`src/rtl/video_pixel_fifo.sv`:
```
// video_pixel_fifo
// Pixel output stage behind video_timing. Decoded pixels arrive on a valid/ready
// handshake and wait in a small circular buffer. One pixel is popped per new_pixel
// strobe and driven out as registered RGB with a matching data-enable. Every
// new_frame flushes the buffer so each field starts aligned. Pops that find the
// buffer empty are counted in a saturating debug counter.
module video_pixel_fifo #(
    parameter int DEPTH = 16,
    parameter int WIDTH = 24
) (
    input  logic                     clk,
    input  logic                     reset,
    input  logic [WIDTH-1:0]         in_data,
    input  logic                     in_valid,
    output logic                     in_ready,
    input  logic                     new_pixel,
    input  logic                     new_frame,
    input  logic                     hblank,
    input  logic                     vblank,
    output logic [WIDTH-1:0]         out_rgb,
    output logic                     out_de,
    output logic [$clog2(DEPTH):0]   level,
    output logic [7:0]               underflow_cnt
);

    localparam int AW = $clog2(DEPTH);

    typedef enum logic {
        FLUSH = 1'b0,
        RUN   = 1'b1
    } state_t;

    state_t           state;
    logic [WIDTH-1:0] mem [DEPTH];
    logic [AW:0]      wr_ptr;
    logic [AW:0]      rd_ptr;
    logic             full;
    logic             empty;
    logic             blank;
    logic             push;
    logic             pop;
    logic             underflow_hit;

    // Pointers carry one extra wrap bit so full and empty can be told apart
    // without a separate counter; level falls out of the pointer difference.
    assign empty = (wr_ptr == rd_ptr);
    assign full  = (wr_ptr[AW] != rd_ptr[AW]) && (wr_ptr[AW-1:0] == rd_ptr[AW-1:0]);
    assign level = wr_ptr - rd_ptr;
    assign blank = hblank || vblank;

    // A new_frame pulse takes priority over everything, so it blocks the
    // handshake, pops and underflow accounting in the same cycle. The full
    // check deliberately ignores a same-cycle pop.
    assign in_ready      = (state == RUN) && !full && !new_frame;
    assign push          = in_valid && in_ready;
    assign pop           = (state == RUN) && new_pixel && !new_frame && !empty;
    assign underflow_hit = (state == RUN) && new_pixel && !new_frame && empty;

    // Flush/run control: FLUSH always lasts exactly one cycle and clears both
    // pointers; RUN advances the pointers on accepted pushes and pops.
    always_ff @(posedge clk) begin
        if (reset) begin
            state  <= FLUSH;
            wr_ptr <= '0;
            rd_ptr <= '0;
        end else begin
            case (state)
                FLUSH: begin
                    state  <= RUN;
                    wr_ptr <= '0;
                    rd_ptr <= '0;
                end
                RUN: begin
                    if (new_frame) begin
                        state  <= FLUSH;
                        wr_ptr <= '0;
                        rd_ptr <= '0;
                    end else begin
                        if (push) begin
                            wr_ptr <= wr_ptr + (AW+1)'(1);
                        end
                        if (pop) begin
                            rd_ptr <= rd_ptr + (AW+1)'(1);
                        end
                    end
                end
                default: begin
                    state  <= FLUSH;
                    wr_ptr <= '0;
                    rd_ptr <= '0;
                end
            endcase
        end
    end

    // Pixel storage; contents need no reset because the pointers define validity.
    always_ff @(posedge clk) begin
        if (!reset && push) begin
            mem[wr_ptr[AW-1:0]] <= in_data;
        end
    end

    // Registered outputs: blanking forces black, a pop presents the head, an
    // underflow shows black, otherwise the last pixel is held.
    always_ff @(posedge clk) begin
        if (reset) begin
            out_rgb       <= '0;
            out_de        <= 1'b0;
            underflow_cnt <= '0;
        end else begin
            out_de <= !blank;
            if (blank) begin
                out_rgb <= '0;
            end else if (pop) begin
                out_rgb <= mem[rd_ptr[AW-1:0]];
            end else if (underflow_hit) begin
                out_rgb <= '0;
            end
            if (underflow_hit && (underflow_cnt != 8'hFF)) begin
                underflow_cnt <= underflow_cnt + 8'd1;
            end
        end
    end

endmodule

```
`config.mk`:
```
export PLATFORM = sky130hd
export DESIGN_NAME = video_pixel_fifo
export DESIGN_NICKNAME = d
export VERILOG_FILES = /design/src/rtl/video_pixel_fifo.sv
export SDC_FILE = /design/constraint.sdc
export NUM_CORES = 1
export LEC_CHECK = 0
export ABC_AREA = 1
export CORE_MARGIN = 2
export CORE_UTILIZATION = 45
export DETAILED_ROUTE_END_ITERATION = 12
export MAX_ROUTING_LAYER = met4
export PLACE_DENSITY = 0.59
export RECOVER_POWER = 50
export REMOVE_ABC_BUFFERS = 1
export SLEW_MARGIN = 15
export SYNTH_ARGS = -nofsm -noshare
export SYNTH_HDL_FRONTEND = slang
export SYNTH_SLANG_ARGS = --single-unit
export TNS_END_PERCENT = 100
```
`constraint.sdc`:
```
create_clock -name clk -period 4.5 [get_ports clk]
set_input_delay 1.125 -clock clk [delete_from_list [all_inputs] [get_ports clk]]
set_output_delay 1.125 -clock clk [all_outputs]
set_load 0.005 [all_outputs]
```
Word level (Yosys, flattened, before mapping):

Memories as Yosys holds them, arrays and structs flattened. A register that Yosys moved wholly into a read port is not among the register bits.
Cells that the tools add are included.
Widths: inputs -> output; s select.

* muxes and demuxes: 14
* add/subtract/negate cells: 4
* bitwise logic cells: 1
* equal/unequal tests: 6
* reductions and logical operators: 18

Operator list (number)
* $mux 24: 2
* $mux 5: 4
* $pmux 5 s2: 2
* $add 5x1->5 const B: 2
* $logic_and 1x1->1: 10
* $add 8x1->8 const B: 1
* $mux 4: 2
* $ne 8x8->1 const B: 1
* $ne 3x2->1 const B: 2
* $eq 5x5->1: 1
* $logic_not 1->1: 5
* $sub 5x5->5: 1
* $eq 4x4->1: 1
* $mux 1: 3
* $pmux 1 s2: 1
* $reduce_bool 2->1: 1
* $reduce_or 2->1: 1
* $logic_or 1x1->1: 1
* $ne 1x1->1: 1
* $not 1->1: 1

* memories: 1
* bits of input ports: 31
* register bits: 44
* memory bits (writable): 384
* word-level logic and storage cells: 50

Memory list
* mem: words 16, bits a word 24, read ports 1, clocked after memory_dff 1, write ports 1, line 34 `logic [WIDTH-1:0] mem [DEPTH];`

Logic depth before layout (Yosys ltp):

* word-level depth: 9
* gate-level depth with buffers: 11
* depth with buffers taken out: 11

Least setup slack after synthesis:

Ideal clock, no wire load.

* kind: in2reg
* from: input new_frame
* to: memory mem[11][0], enable pin
* required time: 4.095 ns
* stages on the path: 5
* data arrival time: 2.768 ns
* setup slack: 1.328 ns
* path buffers: 0
* cell sequence: nor2_1 nand3_2 nor2_1 nand2_1 nor2_1

* cells in the longest elaborated chain, start to end: 6

RTL lines
* start, declared: line 17 `input logic new_frame,`
* $logic_not 1->1: line 54 `assign in_ready = (state == RUN) && !full && !new_frame;`
* $logic_and 1x1->1: line 54
* $logic_and 1x1->1: line 55 `assign push = in_valid && in_ready;`
* $logic_and 1x1->1: line 98 `if (!reset && push) begin`
* $mux 1: line 98
* $mux 1 (implied by the code): line 99 `mem[wr_ptr[AW-1:0]] <= in_data;`
* end, declared: line 34

Every way passes these cells.

Worst setup path after layout:

* from: register wr_ptr[0]
* to: output level[4]

* cells in the longest elaborated chain, start to end: 1

RTL lines
* start, declared: line 35 `logic [AW:0] wr_ptr;`
* start signal, assigned: line 80 `wr_ptr <= wr_ptr + (AW+1)'(1);`
* $sub 5x5->5: line 48 `assign level = wr_ptr - rd_ptr;`
* end, declared: line 22 `output logic [$clog2(DEPTH):0] level,`

Every way passes these cells.

==> key figures <==
Placement
  – Final RePlAce weighted congestion: 0.7659
  – Placed wire-length estimate: ~24 mm
  – I/O Buffers: 69
  – DP Cell Count: 2014

Run
  – Max Cap Viol: 1

Global route
  – First-pass GRT wire length: 65.63 mm
  – Total grt overflow: 0
  – All-Layer GR Usage: 0.2195
  – Vias in the first global route: 10976
  – Largest net degree at the start of global routing: 97
  – Initial antenna violation count: 0

Floorplanning
  – Num rows: 71
  – Chip Width: about 200 um
  – Initial Utilization: 0.4580
  – Die Y: 200.3 um
  – Top Ports: 70
  – Die Area: 40100 sq um
  – CORE AREA: 37840 sq um

Logic synthesis
  – Syn avg cell area: 11.62 sq um
  – Yosys warns: 0
  – Cells after Synth: 1491
  – Synth Register Bits: roughly 430
  – Top cell type's share of synthesized area: 0.6653
  – Synth unique cells: 30
  – Register area share after synthesis: 0.7207
  – Area leader, netlist: edfxtp_1
  – Synth area leaders: edfxtp_1 (67%), nand3_1 (11%), nand2_1 (9.8%), dfxtp_1 (5.5%), buf_2 (1.4%)
  – Post-synthesis cell area: between 15000 and 20000 sq um

Worst setup path
  – Reg2Reg Depth: 7
  – Critical path's largest stage delay: between 500 and 600 ps
  – Worst EP arrival: 2600 ps
  – CP Cell Sequence: inv_1, ha_1, fa_1, o21ai_0, xor2_1, clkdlybuf4s50_1
  – Worst Setup Path Type: flip-flop to output port
  – Crit end category: output port
  – Slowest CP cell: clkdlybuf4s50_1
  – CP Depth: 6
  – Crit path max-delay family: buffers and inverters
  – Crit Path Max Fanout: 5
  – WP buf/inv: 2
  – CP required: 3380 ps
  – Crit start category: flip-flop

Power and ir drop
  – Logic pwr share: 0.015
  – Power Dens Cells: roughly 390 nW/um^2
  – Clock power frac: 0.430
  – Sw Ratio: 0.1994
  – Net switching power figure: 1.569 mW
  – Pleak: around 6.9 nW
  – Flop pwr share: 0.555
  – VDD IR max: 0.0002374 V
  – Internal power: 6.300 mW
  – Total power: 7.868 mW

Clock tree
  – Root Driver: clkbuf_16
  – H-Tree Depth: 2
  – Clk_lat worst skew: 550 ps
  – Hold_buf cts: 0
  – CTS Buffer Depth: 3
  – Worst-path clk slew: 60 ps
  – Clock sink count: 432
  – PostCTS Resize Cnt: 0
  – Total CTS buffers: 45
  – Setup bufs post-CTS: 0
  – CTS tree: done

STA
  – Minimum clock period: ~3700 ps
  – Final clock skew: 23.56 ps
  – Pins over their slew limit: 97
  – Tightest Pin Transition: 2153 ps
  – Slew HR: -0.4354
  – RSZ-0062 raised after global routing: false
  – Final hold violation count: 0
  – Setup violators final: 0
  – Max Freq: 268.6 MHz
  – Final worst-path cycle share: 0.8272

Routing
  – Antenna-violating nets left: 0
  – Drt first pass iters: 5
  – Final WL: 42.68 mm
  – DR vias/cell: 5.332
  – # DRC: 0
  – Total number of vias: ~11000
  – WL per Instance: 20.35 um
  – Starting DRT DRC Count: 954

Finish
  – Most frequent cells in the layout: nand2_1 (452), edfxtp_1 (384), nand3_1 (365), clkbuf_16 (47), dfxtp_1 (45)
  – Utilization after layout: 0.5271
  – Share of layout cells above drive strength 1: 0.07188
  – Area grow syn2layout: 15.08%
  – Commonest non-fill, non-tap cell in the layout: nand2_1
  – Number of diodes: 0
  – Layout Cells excl Fill: roughly 2100
  – Nets: 1592

Status
  – Outcome: finished with violations
  – Failing checks: max-capacitance violations, max-slew violations

Min path
  – Hold Crit Class: flip-flop to flip-flop
  – WHS Path Cells: 2
-- final timing paths --
kind,startpoint,to,slack [ps]
worst max-delay path,wr_ptr[0],level[4],780
worst min register to register,out_rgb[13],out_rgb[13],460
worst min-delay path,out_rgb[13],out_rgb[13],460
worst max register to register,flip-flop,out_rgb[15],1410
-- layout make-up --
class                      count  area, sq um
inverter                      41        162.7
clock buffer                  59         1221
timing repair buffer          97        973.4
sequential                   432        12500
tap                          511        639.4
clock inverter                24        108.9
fill                        3300        17900
multi-input combinational    933         4340
-- metal layers --
layer  routed length (um)  vias to the layer above  global-route usage  share of wire
met5                    0                        -                   -              0
met4                  954                        0             0.06296          0.022
met3                 2393                       74             0.03124          0.056
met2                20250                      317              0.3455           0.47
met1                19080                     5433              0.2996           0.45
li1                     -                     5357                   -              -
-- cell families (layout without fill, tap and decap cells) --
kind of cell	after synthesis	after routing	synth area share
adder cells (fa/ha/maj)	11	11	0.008374
AO/OA/AOI/OAI	51	51	0.01473
buffers and inverters	126	221	0.03429
flip-flops	432	432	0.7207
XOR/XNOR	9	9	0.004548
AND/OR/NAND/NOR	862	862	0.2174
-- worst register-to-register path, cell delays in order, from the launching register on --
cell and delay (ps):
dfxtp_4 470, clkbuf_2 1550, nand2_1 260, nand3_1 190, nand3_1 110, nand3_1 170, nand3_1 140, a21oi_1 140
-- sequential cells by signal, summed over array words and instances (netlist names), named ones only --
name           flops
out_de             1
rd_ptr             5
out_rgb           24
underflow_cnt      8
mem              384
state              1
wr_ptr             5
-- power by group through the flow --
stage | Clock [mW] | Combinational (mW) | Sequential (mW)
after floorplan | 0 | 0.0224 | 4.45
after CTS | 3.43 | 0.128 | 4.37
after global routing | 3.59 | 0.131 | 4.37
after global placement | 0 | 0.125 | 4.45
after detailed placement | 0 | 0.128 | 4.45
final | 3.38 | 0.119 | 4.37
-- through the flow --
stage               instance area [sq um]  setup TNS [ps]  setup WS, ps  hold WS, ps
floorplan                           16900          -53870         -2245        427.0
global placement                    18650               0         864.4        445.6
detailed placement                  18650               0         871.3        455.0
CTS                                 19980               0         755.0        463.3
global route                        19950               0         573.4        485.6
finish                              19950               0         777.5        457.9
-- synthesized netlist by cell type --
cell	n
a21oi_1	42
nand3_2	1
inv_2	5
clkbuf_1	17
nor3_1	1
xnor2_1	3
buf_2	47
nand2_4	1
nor2_1	31
o21ai_0	9
buf_1	8
fa_1	1
buf_6	3
nor3b_1	1
inv_4	1
inv_1	35
nand2_2	1
dfxtp_1	48
nand2_1	452
nand3_1	365
nor2_4	2
nor2_8	1
nor2_2	1
xor2_1	6
ha_1	10
nor3_2	2
nand4_1	2
or2_1	1
buf_4	10
edfxtp_1	384
(Power assumes the default switching activity.)
